$ cat src/rtl/stream_to_bram.sv
// Capture sink: writes a window of accepted 32-bit AXI-stream beats into a BRAM port.
// Capture starts immediately or at an orbit sync, and runs for a latched length.
module stream_to_bram #(
  parameter int MEM_DEPTH = 2048,
  parameter int ADDR_W    = $clog2(MEM_DEPTH)
) (
  input  logic              clk,
  input  logic              reset,
  input  logic [31:0]       data_stream_TDATA,
  input  logic              data_stream_TVALID,
  output logic              data_stream_TREADY,
  input  logic              fc_orbitSync,
  input  logic              arm,
  input  logic              abort,
  input  logic              trig_mode,
  input  logic [15:0]       capture_len,
  output logic              bram_CLK,
  output logic              bram_RST,
  output logic              bram_EN,
  output logic [3:0]        bram_WE,
  output logic [31:0]       bram_ADDR,
  output logic [31:0]       bram_DIN,
  output logic              busy,
  output logic              done,
  output logic [ADDR_W:0]   words_captured
);

  typedef enum logic [1:0] {
    S_IDLE    = 2'd0,
    S_ARMED   = 2'd1,
    S_CAPTURE = 2'd2
  } state_t;

  state_t              state, next_state;
  logic [ADDR_W-1:0]   word_addr;
  logic [ADDR_W-1:0]   bram_word;
  logic [ADDR_W:0]     len_eff;
  logic [ADDR_W:0]     len_arm;
  logic                orbit_pending;
  logic                write_now;
  logic                last_word;
  logic                arm_take;
  logic                set_pending;

  assign data_stream_TREADY = 1'b1;
  assign bram_CLK           = clk;
  assign bram_RST           = reset;
  assign bram_ADDR          = 32'(bram_word) << 2;
  assign busy               = (state != S_IDLE);

  // Zero or oversize lengths mean a full-depth capture.
  always_comb begin
    if (capture_len == 16'd0 || {1'b0, capture_len} > 17'(MEM_DEPTH))
      len_arm = (ADDR_W+1)'(MEM_DEPTH);
    else
      len_arm = (ADDR_W+1)'(capture_len);
  end

  // NOTE: every signal gets a default at the top of the block so no path leaves it
  // unassigned; otherwise synthesis infers a latch.
  always_comb begin
    next_state  = state;
    write_now   = 1'b0;
    arm_take    = 1'b0;
    set_pending = 1'b0;
    case (state)
      S_IDLE: begin
        if (arm && !abort) begin
          next_state = S_ARMED;
          arm_take   = 1'b1;
        end
      end
      S_ARMED: begin
        if (abort) begin
          next_state = S_IDLE;
        end else if (!trig_mode) begin
          write_now = data_stream_TVALID;
        end else if (fc_orbitSync || orbit_pending) begin
          write_now   = data_stream_TVALID;
          set_pending = !data_stream_TVALID;
        end
      end
      S_CAPTURE: begin
        if (abort) next_state = S_IDLE;
        else       write_now  = data_stream_TVALID;
      end
      default: next_state = S_IDLE;
    endcase
    last_word = write_now && (words_captured == len_eff - (ADDR_W+1)'(1));
    if (write_now) next_state = last_word ? S_IDLE : S_CAPTURE;
  end

  // NOTE: sequential state uses non-blocking assignments so every register samples
  // the pre-edge values, independent of statement order.
  always_ff @(posedge clk or posedge reset) begin
    if (reset) state <= S_IDLE;
    else       state <= next_state;
  end

  always_ff @(posedge clk or posedge reset) begin
    if (reset) begin
      bram_EN        <= 1'b0;
      bram_WE        <= 4'h0;
      bram_word      <= '0;
      bram_DIN       <= '0;
      word_addr      <= '0;
      words_captured <= '0;
      len_eff        <= '0;
      orbit_pending  <= 1'b0;
      done           <= 1'b0;
    end else begin
      bram_EN <= write_now;
      bram_WE <= {4{write_now}};
      if (write_now) begin
        bram_word      <= word_addr;
        bram_DIN       <= data_stream_TDATA;
        words_captured <= words_captured + (ADDR_W+1)'(1);
        // Saturate rather than wrap; the length clamp keeps writes in range.
        if (word_addr != ADDR_W'(MEM_DEPTH - 1)) word_addr <= word_addr + ADDR_W'(1);
        if (last_word) done <= 1'b1;
      end
      if (set_pending) orbit_pending <= 1'b1;
      if (arm_take) begin
        done           <= 1'b0;
        words_captured <= '0;
        word_addr      <= '0;
        orbit_pending  <= 1'b0;
        len_eff        <= len_arm;
      end
    end
  end

endmodule

$ cat config.mk
export PLATFORM = sky130hd
export DESIGN_NAME = stream_to_bram
export DESIGN_NICKNAME = d
export VERILOG_FILES = /design/src/rtl/stream_to_bram.sv
export SDC_FILE = /design/constraint.sdc
export NUM_CORES = 1
export LEC_CHECK = 0
export BUFFER_PORTS_ARGS = -buffer_cell sky130_fd_sc_hd__buf_2
export CORE_MARGIN = 2
export CORE_UTILIZATION = 28
export CTS_CLUSTER_DIAMETER = 120
export CTS_CLUSTER_SIZE = 16
export DETAILED_ROUTE_END_ITERATION = 12
export MAX_ROUTING_LAYER = met4
export PLACE_DENSITY = 0.63
export SYNTH_ARGS = -nofsm -noshare
export SYNTH_HDL_FRONTEND = slang
export SYNTH_SLANG_ARGS = --single-unit
$ cat constraint.sdc
create_clock -name clk -period 2.65 [get_ports clk]
set_input_delay 0.53 -clock clk [delete_from_list [all_inputs] [get_ports clk]]
set_output_delay 0.53 -clock clk [all_outputs]
set_load 0.05 [all_outputs]
# == Word level (Yosys, flattened, before mapping) ==
# Index checks and enable logic that the tools add are counted.
# W data, S select, Z words.
# op_classes
addsub,3
n_lt_le_gt_ge,1
n_eq_ne,6
mux,27
reduce_logical,17
# ops
cell,count
$mux W12,3
$mux W11,3
$gt A16 B12 Y1 const B,1
$logic_not A16 Y1,1
$mux W1,15
$add A12 B1 Y12 const B,1
$eq A12 B12 Y1,1
$sub A12 B1 Y12 const B,1
$add A11 B1 Y11 const B,1
$ne A11 B11 Y1 const B,1
$reduce_bool A2 Y1,5
$mux W2,4
$reduce_and A2 Y1,3
$pmux W2 S2,1
$ne A3 B1 Y1 const B,1
$ne A3 B3 Y1 const B,1
$eq A2 B1 Y1 const B,1
$eq A2 B2 Y1 const B,1
$logic_and A1 B1 Y1,2
$logic_not A1 Y1,2
$logic_not A2 Y1,1
$logic_or A1 B1 Y1,2
$pmux W1 S2,1
$reduce_or A2 Y1,1
# totals
regBits,84
in_bits,55
out_inout_bits,86

# == Depth between registers and ports, before layout ==
# Gate-level depths: netlist of run 1.
# depth
word_depth,9
ltp_mapped,11
mapped_depth_nobuf,9

==> results of run 1 <==
==> cell families after synthesis <==
family / synth area share, %
adder cells (fa/ha/maj): 1.84
flip-flops: 50.8
buffers and inverters: 8.20
AO/OA/AOI/OAI: 6.06
other: 0.184
AND/OR/NAND/NOR: 25.6
XOR/XNOR: 7.28
==> where the power goes <==
part           total [uW]  switching, uW  internal (uW)
Sequential           1690            162           1520
Clock                1460            579            881
Combinational        1820           1390            434
Total                4970           2130           2840
==> stage by stage <==
stage	utilization (%)	hold WS [ns]	instances	setup WS, ns
4_1_cts	35.7	0.0849	763	0.147
5_1_grt	35.7	0.108	763	0.0592
6_report	35.7	0.0897	763	0.136
3_5_place_dp	33.3	0.457	745	0.160
3_3_place_gp	33.3	0.453	745	0.202
2_1_floorplan	-	0.455	480	0.247
==> flip-flops by register name, indices dropped and copies added, names as in the netlist <==
signal,count
bram_DIN,32
bram_WE,1
bram_word,11
done,1
len_eff,12
orbit_pending,1
state,2
word_addr,11
words_captured,12
==> synthesized netlist by cell type (3+ instances only) <==
cell type / count
sky130_fd_sc_hd__or3_1: 3
sky130_fd_sc_hd__ha_1: 6
sky130_fd_sc_hd__nand2_1: 151
sky130_fd_sc_hd__dfrtp_1: 83
sky130_fd_sc_hd__inv_1: 10
sky130_fd_sc_hd__nand4_1: 4
sky130_fd_sc_hd__nand3_1: 7
sky130_fd_sc_hd__buf_4: 29
sky130_fd_sc_hd__a31oi_1: 4
sky130_fd_sc_hd__nor4b_1: 4
sky130_fd_sc_hd__clkbuf_1: 15
sky130_fd_sc_hd__xnor2_1: 22
sky130_fd_sc_hd__a21oi_1: 7
sky130_fd_sc_hd__nor2_1: 32
sky130_fd_sc_hd__a22o_1: 7
sky130_fd_sc_hd__o21ai_0: 10
sky130_fd_sc_hd__xor2_1: 12
sky130_fd_sc_hd__or4_1: 3
sky130_fd_sc_hd__nor3_1: 14
sky130_fd_sc_hd__nor2b_1: 3
sky130_fd_sc_hd__nor4_1: 7
==> path summary, 6_finish.rpt <==
check,start,slack (ns),cells past startpoint,end
worst min register to register,bram_DIN[10]$_DFFE_PP0P_,0.47,2,bram_DIN[10]$_DFFE_PP0P_
worst min-delay path,reset,0.09,2,bram_DIN[26]$_DFFE_PP0P_
min in group clk,data_stream_TDATA[24],0.27,3,bram_DIN[24]$_DFFE_PP0P_
worst max-delay path,len_eff[0]$_DFFE_PP0P_,0.14,6,state[1]$_DFFE_PP0P_
max in group asynchronous,reset,1.87,3,bram_word[5]$_DFFE_PP0P_
worst max register to register,len_eff[0]$_DFFE_PP0P_,0.14,6,state[1]$_DFFE_PP0P_
==> critical path: stages, from the launching register on <==
cell and delay [ns]:
sky130_fd_sc_hd__dfrtp_1 0.41, sky130_fd_sc_hd__or4_1 0.65, sky130_fd_sc_hd__o21a_1 0.23, sky130_fd_sc_hd__or3_1 0.35, sky130_fd_sc_hd__a21bo_1 0.20, sky130_fd_sc_hd__a2111o_1 0.45
sky130_fd_sc_hd__o21a_1 0.12
==> routing by layer <==
metal	part of all wire, %	routed length [um]	vias up
li1	-	-	1670
met1	48	4560	1583
met2	45	4230	85
met3	5.1	480	13
met4	1.9	179	0
met5	0	0	-
==> cell type report <==
type / count / share of cell area (%)
timing repair buffer: 128 / 13.4
sequential: 83 / 40.3
multi-input combinational: 339 / 34.0
tap: 184 / 4.47
clock inverter: 4 / 0.510
clock buffer: 15 / 6.46
inverter: 10 / 0.801
==> metrics, run 1 <==
horizontal die dimension approximately 120 um; final total power slightly below 5000 uW; final hold violations 0; max capacitance violation total 0; met2 Usage GRT between 10% and 20%; core box area about 14000 sq um; DRC errors left 0; TritonCTS clock tree done; total inserted antenna cells 0; class of the tightest hold or removal check input pin to asynchronous set/reset pin; count of buffers from port buffering 118; Synth area leaders sky130_fd_sc_hd__dfrtp_1, sky130_fd_sc_hd__nand2_1, sky130_fd_sc_hd__buf_4; Least-Margin Pin Slew roughly 0.64 ns; initial antenna violation count 0; final weighted congestion in routability-driven placement roughly 0.82; Avg Inst Size Synth approximately 8.9 sq um; Distinct cells, synth slightly above 40; final routed wirelength across all metal layers about 9500 um; most frequent cells in the layout sky130_fd_sc_hd__nand2_1, sky130_fd_sc_hd__buf_2, sky130_fd_sc_hd__dfrtp_1; met1 track demand over resource between 10% and 20%; period utilization ~95%; kind of capture point of the worst setup path flip-flop; instance count of the mapped netlist 460; Main synth FF type sky130_fd_sc_hd__dfrtp_1; largest net degree at the start of global routing 66; most common cell after layout, fill and taps aside sky130_fd_sc_hd__nand2_1; number of hold buffers added after cts 0; number of design-rule violations left by the first detailed-router iteration 174; total area of multi-input combinational cells 1750 sq um; Filler cells 1534; Post-synth EDFFs 0; full die area roughly 16000 sq um; Post-Synthesis Cell Area slightly above 4000 sq um; biggest area consumer among synthesized cells sky130_fd_sc_hd__dfrtp_1; Critical Path Fanout Max 6; CP Data Arrival Time ~2.9 ns; flip-flop and latch count after synthesis 83; number of placement rows 44; synth warn 0; post-route clock skew between 0.005 and 0.006 ns; source-to-sink clock delay at the later pin of the worst-skew pair about 0.45 ns; standby leakage power 0.00275 uW; maximum VDD drop ~0.00052 V; final setup violation count 0; proportion of synthesized chip area in sequential cells ~51%; path type of the worst setup path flip-flop to flip-flop; half-perimeter wire length after detailed placement roughly 6500 um; wire length per cell after detailed routing roughly 12 um; standard cell area after detailed placement 4800 sq um; number of max-slew violations in the final report 0; share of flip-flops with an asynchronous set or reset between 90% and 100%; highest-utilization routing layer at the global route stage met2; Rel. slew slack 57.2%; Starting Density ~28%; Startpoint Class flip-flop; setup repair after global routing missed its margin false; count of TritonRoute iterations in the first routing pass 4; Synth-to-Final Area Change 26.1%; required time of the worst setup path 2.99 ns; Final #Nets around 640; Antenna Violating Nets Remaining 0; clock-pin slew on the worst setup and hold paths around 0.06 ns; global-route total usage across every layer approximately an eighth; vias approximately 3400; shortest period the worst path allows 2.51 ns; via density per instance roughly 4.4; maximum frequency from static timing analysis between 0.3 and 0.4 GHz; via count of the first global-routing pass roughly 3200; number of setup buffers added after CTS 0; met3 layer usage reported by global route between 3 and 4%; number of I/O pins about 140; Die Height 125 um; area share of the leading cell type in the synthesized netlist roughly half; global-route wire length before repair 15900 um; post-route design area slightly above 5000 sq um; Sequential cell area between 2000 and 2500 sq um; Post-CTS Resized 0; proportion of layout cells with a drive suffix above 1 between 20% and 30%; setup TNS 0 ns; power density cells 964 nW/um^2; overflow left after global routing 0; result of the run complete, no violations
Power figures use the tool's default switching activity.
==> run 2: changes to the inputs <==
Settings changed: CTS_BUF_LIST from default to sky130_fd_sc_hd__clkbuf_8, PLACE_DENSITY 0.63 to default, PLACE_DENSITY_LB_ADDON from default to 0.15.
==> run 2 against run 1 <==
Sequential share of layout area increased by 1.1 points. Largest cell class unchanged. Sequential power about the same. Via count increased by 1.0%. Final area fell by 2.7%. Critical path depth stayed put. Total power down 7.6%. Register-to-register slack worse by 0.02 ns. Fmax is 0.87% lower. Sequential cell count unchanged. Clock power fell by 27%. Critical path type unchanged.
==> metrics, run 2 (synthesis results as in run 1) <==
number of setup buffers added after CTS 0 (unchanged); overflow left after global routing 0 (unchanged); final cell count without fillers 762 (-0.13%); post-route design area 5010 sq um (-2.7%); largest reg by FF count bram_DIN; standby leakage power 0.00267 uW (-3.0%); largest net degree at the start of global routing 62 (-6.1%); CP max stage delay 0.63 ns (-0.02 ns); most frequent cells in the layout sky130_fd_sc_hd__nand2_1, sky130_fd_sc_hd__buf_2, sky130_fd_sc_hd__dfrtp_1; highest-delay cell along the critical path sky130_fd_sc_hd__or4_1; CP Data Arrival Time 2.90 ns (+0.05 ns); Die Height 125 um (unchanged); path type of the worst setup path flip-flop to flip-flop; Reg power frac 36.7% (+2.8 points); Antenna Violating Nets Remaining 0 (unchanged); Rel. slew slack 57.8% (+0.58 points); maximum VDD drop 0.000524 V (+0.73%); clock-pin slew on the worst setup and hold paths 0.09 ns (+0.03 ns); post-route clock skew 0.00815 ns (+0.00270 ns); result of the run complete, no violations; most common cell after layout, fill and taps aside sky130_fd_sc_hd__nand2_1; core box area 14400 sq um (unchanged); final routed wirelength across all metal layers 9990 um (+5.7%); DRC errors left 0 (unchanged); number of hold buffers added after cts 0 (unchanged); required time of the worst setup path 3.01 ns (+0.02 ns); count of buffers from port buffering 118 (unchanged); registers with the most flip-flops bram_DIN (32), len_eff (12), words_captured (12); count of buffering cells on the critical path with inverters included 0 (unchanged); number of design-rule violations left by the first detailed-router iteration 174 (unchanged); final total power 4590 uW (-7.6%); Post-CTS Resized 0 (unchanged); initial antenna violation count 0 (unchanged); period utilization 95.7% (+0.83 points); met1 track demand over resource 19.0% (+2.1 points); Starting Density 28.3% (unchanged); standard cell area after detailed placement 4790 sq um (-0.31%); kind of capture point of the worst setup path flip-flop; final hold violations 0 (unchanged); number of max-slew violations in the final report 0 (unchanged); wire length per cell after detailed routing 13.1 um (+5.8%); count of TritonRoute iterations in the first routing pass 4 (unchanged); total internal power 2450 uW (-14%); horizontal die dimension 125 um (unchanged); placed cell count 743 (-0.27%); number of placement rows 44 (unchanged); setup repair after global routing missed its margin false; vias 3386 (+1.0%); highest-utilization routing layer at the global route stage met2; shortest period the worst path allows 2.54 ns (+0.0220 ns); via count of the first global-routing pass 3354 (+3.3%); setup TNS 0 ns (unchanged); full die area 15600 sq um (unchanged); Comb pwr share 40.0% (+3.3 points); source-to-sink clock delay at the later pin of the worst-skew pair 0.48 ns (+0.03 ns); Least-Margin Pin Slew 0.631 ns (-0.00774 ns); clock network power share 23.3% (-6.1 points); worst slack on hold paths 0.135 ns (+0.0448 ns); Critical Path Most Common Cell sky130_fd_sc_hd__or4_1; Filler cells 1511 (-1.5%); Critical Path Fanout Max 8 (+2); final setup violation count 0 (unchanged); Sw Ratio 46.6% (+3.7 points); Psw 2140 uW (+0.48%); half-perimeter wire length after detailed placement 6900 um (+6.1%); global-route wire length before repair 16900 um (+6.0%); proportion of layout cells with a drive suffix above 1 26.8% (-0.13 points); total inserted antenna cells 0 (unchanged); met2 Usage GRT 19.1% (+0.064 points); maximum frequency from static timing analysis 0.394 GHz (-0.87%); met3 layer usage reported by global route 3.61% (+0.043 points); max FFs per register 32 (unchanged); number of I/O pins 141 (unchanged); cell breakdown of the critical path or4_1 > or4_1 > o21ai_1 > a32oi_1 > a2111o_1 > o21a_1; dominant delay contributor by cell family on the critical path simple AND/OR/NAND/NOR gates; global-route total usage across every layer 14.1% (+0.99 points); max capacitance violation total 0 (unchanged); Synth-to-Final Area Change 22.6%; via density per instance 4.44 (+1.2%); Startpoint Class flip-flop; final weighted congestion in routability-driven placement 0.776 (-5.0%); power density cells 916 nW/um^2 (-5.0%); class of the tightest hold or removal check input pin to asynchronous set/reset pin; TritonCTS clock tree done; Final #Nets 634 (-0.31%)
-- run 2: power groups by stage --
stage | clock network (uW) | registers [uW] | logic (uW)
6_report | 1070 | 1680 | 1840
3_3_place_gp | 72.0 | 1700 | 1830
4_1_cts | 1120 | 1690 | 1860
3_5_place_dp | 72.0 | 1700 | 1860
5_1_grt | 1180 | 1720 | 1980
2_1_floorplan | 81.4 | 2460 | 670
-- run 2: cell type report --
type | instances | area [sq um] | area share [%]
inverters | 10 | 41.3 | 0.823
clock inverters | 5 | 36.3 | 0.724
flip-flops and latches | 83 | 2080 | 41.4
well taps | 184 | 230 | 4.59
repair buffers | 126 | 678 | 13.5
multi-input cells | 339 | 1750 | 35.0
clock buffers | 15 | 198 | 3.94
-- run 2: through the flow --
step	util (%)	worst slack, ns
global route	34.8	0.0170
global placement	33.2	0.168
detailed placement	33.2	0.139
CTS	34.8	0.127
floorplan	-	0.247
finish	34.8	0.114
-- run 2: path summary, 6_finish.rpt --
kind / start / end / slack [ns] / cells past startpoint
setup / recovery: len_eff[2]$_DFFE_PP0P_ / state[1]$_DFFE_PP0P_ / 0.11 / 6
hold reg to reg: bram_word[5]$_DFFE_PP0P_ / bram_word[5]$_DFFE_PP0P_ / 0.48 / 2
max in group asynchronous: reset / words_captured[10]$_DFFE_PP0P_ / 1.87 / 3
min in group clk: data_stream_TDATA[10] / bram_DIN[10]$_DFFE_PP0P_ / 0.24 / 3
setup reg to reg: len_eff[2]$_DFFE_PP0P_ / state[1]$_DFFE_PP0P_ / 0.11 / 6
hold / removal: reset / orbit_pending$_DFFE_PP0P_ / 0.13 / 2
-- run 2: routing by layer --
layer / vias to the layer above / part of all wire, %
li1: 1668 / -
met2: 98 / 42
met3: 13 / 5.9
met4: 0 / 2.6
met1: 1607 / 49
met5: - / 0
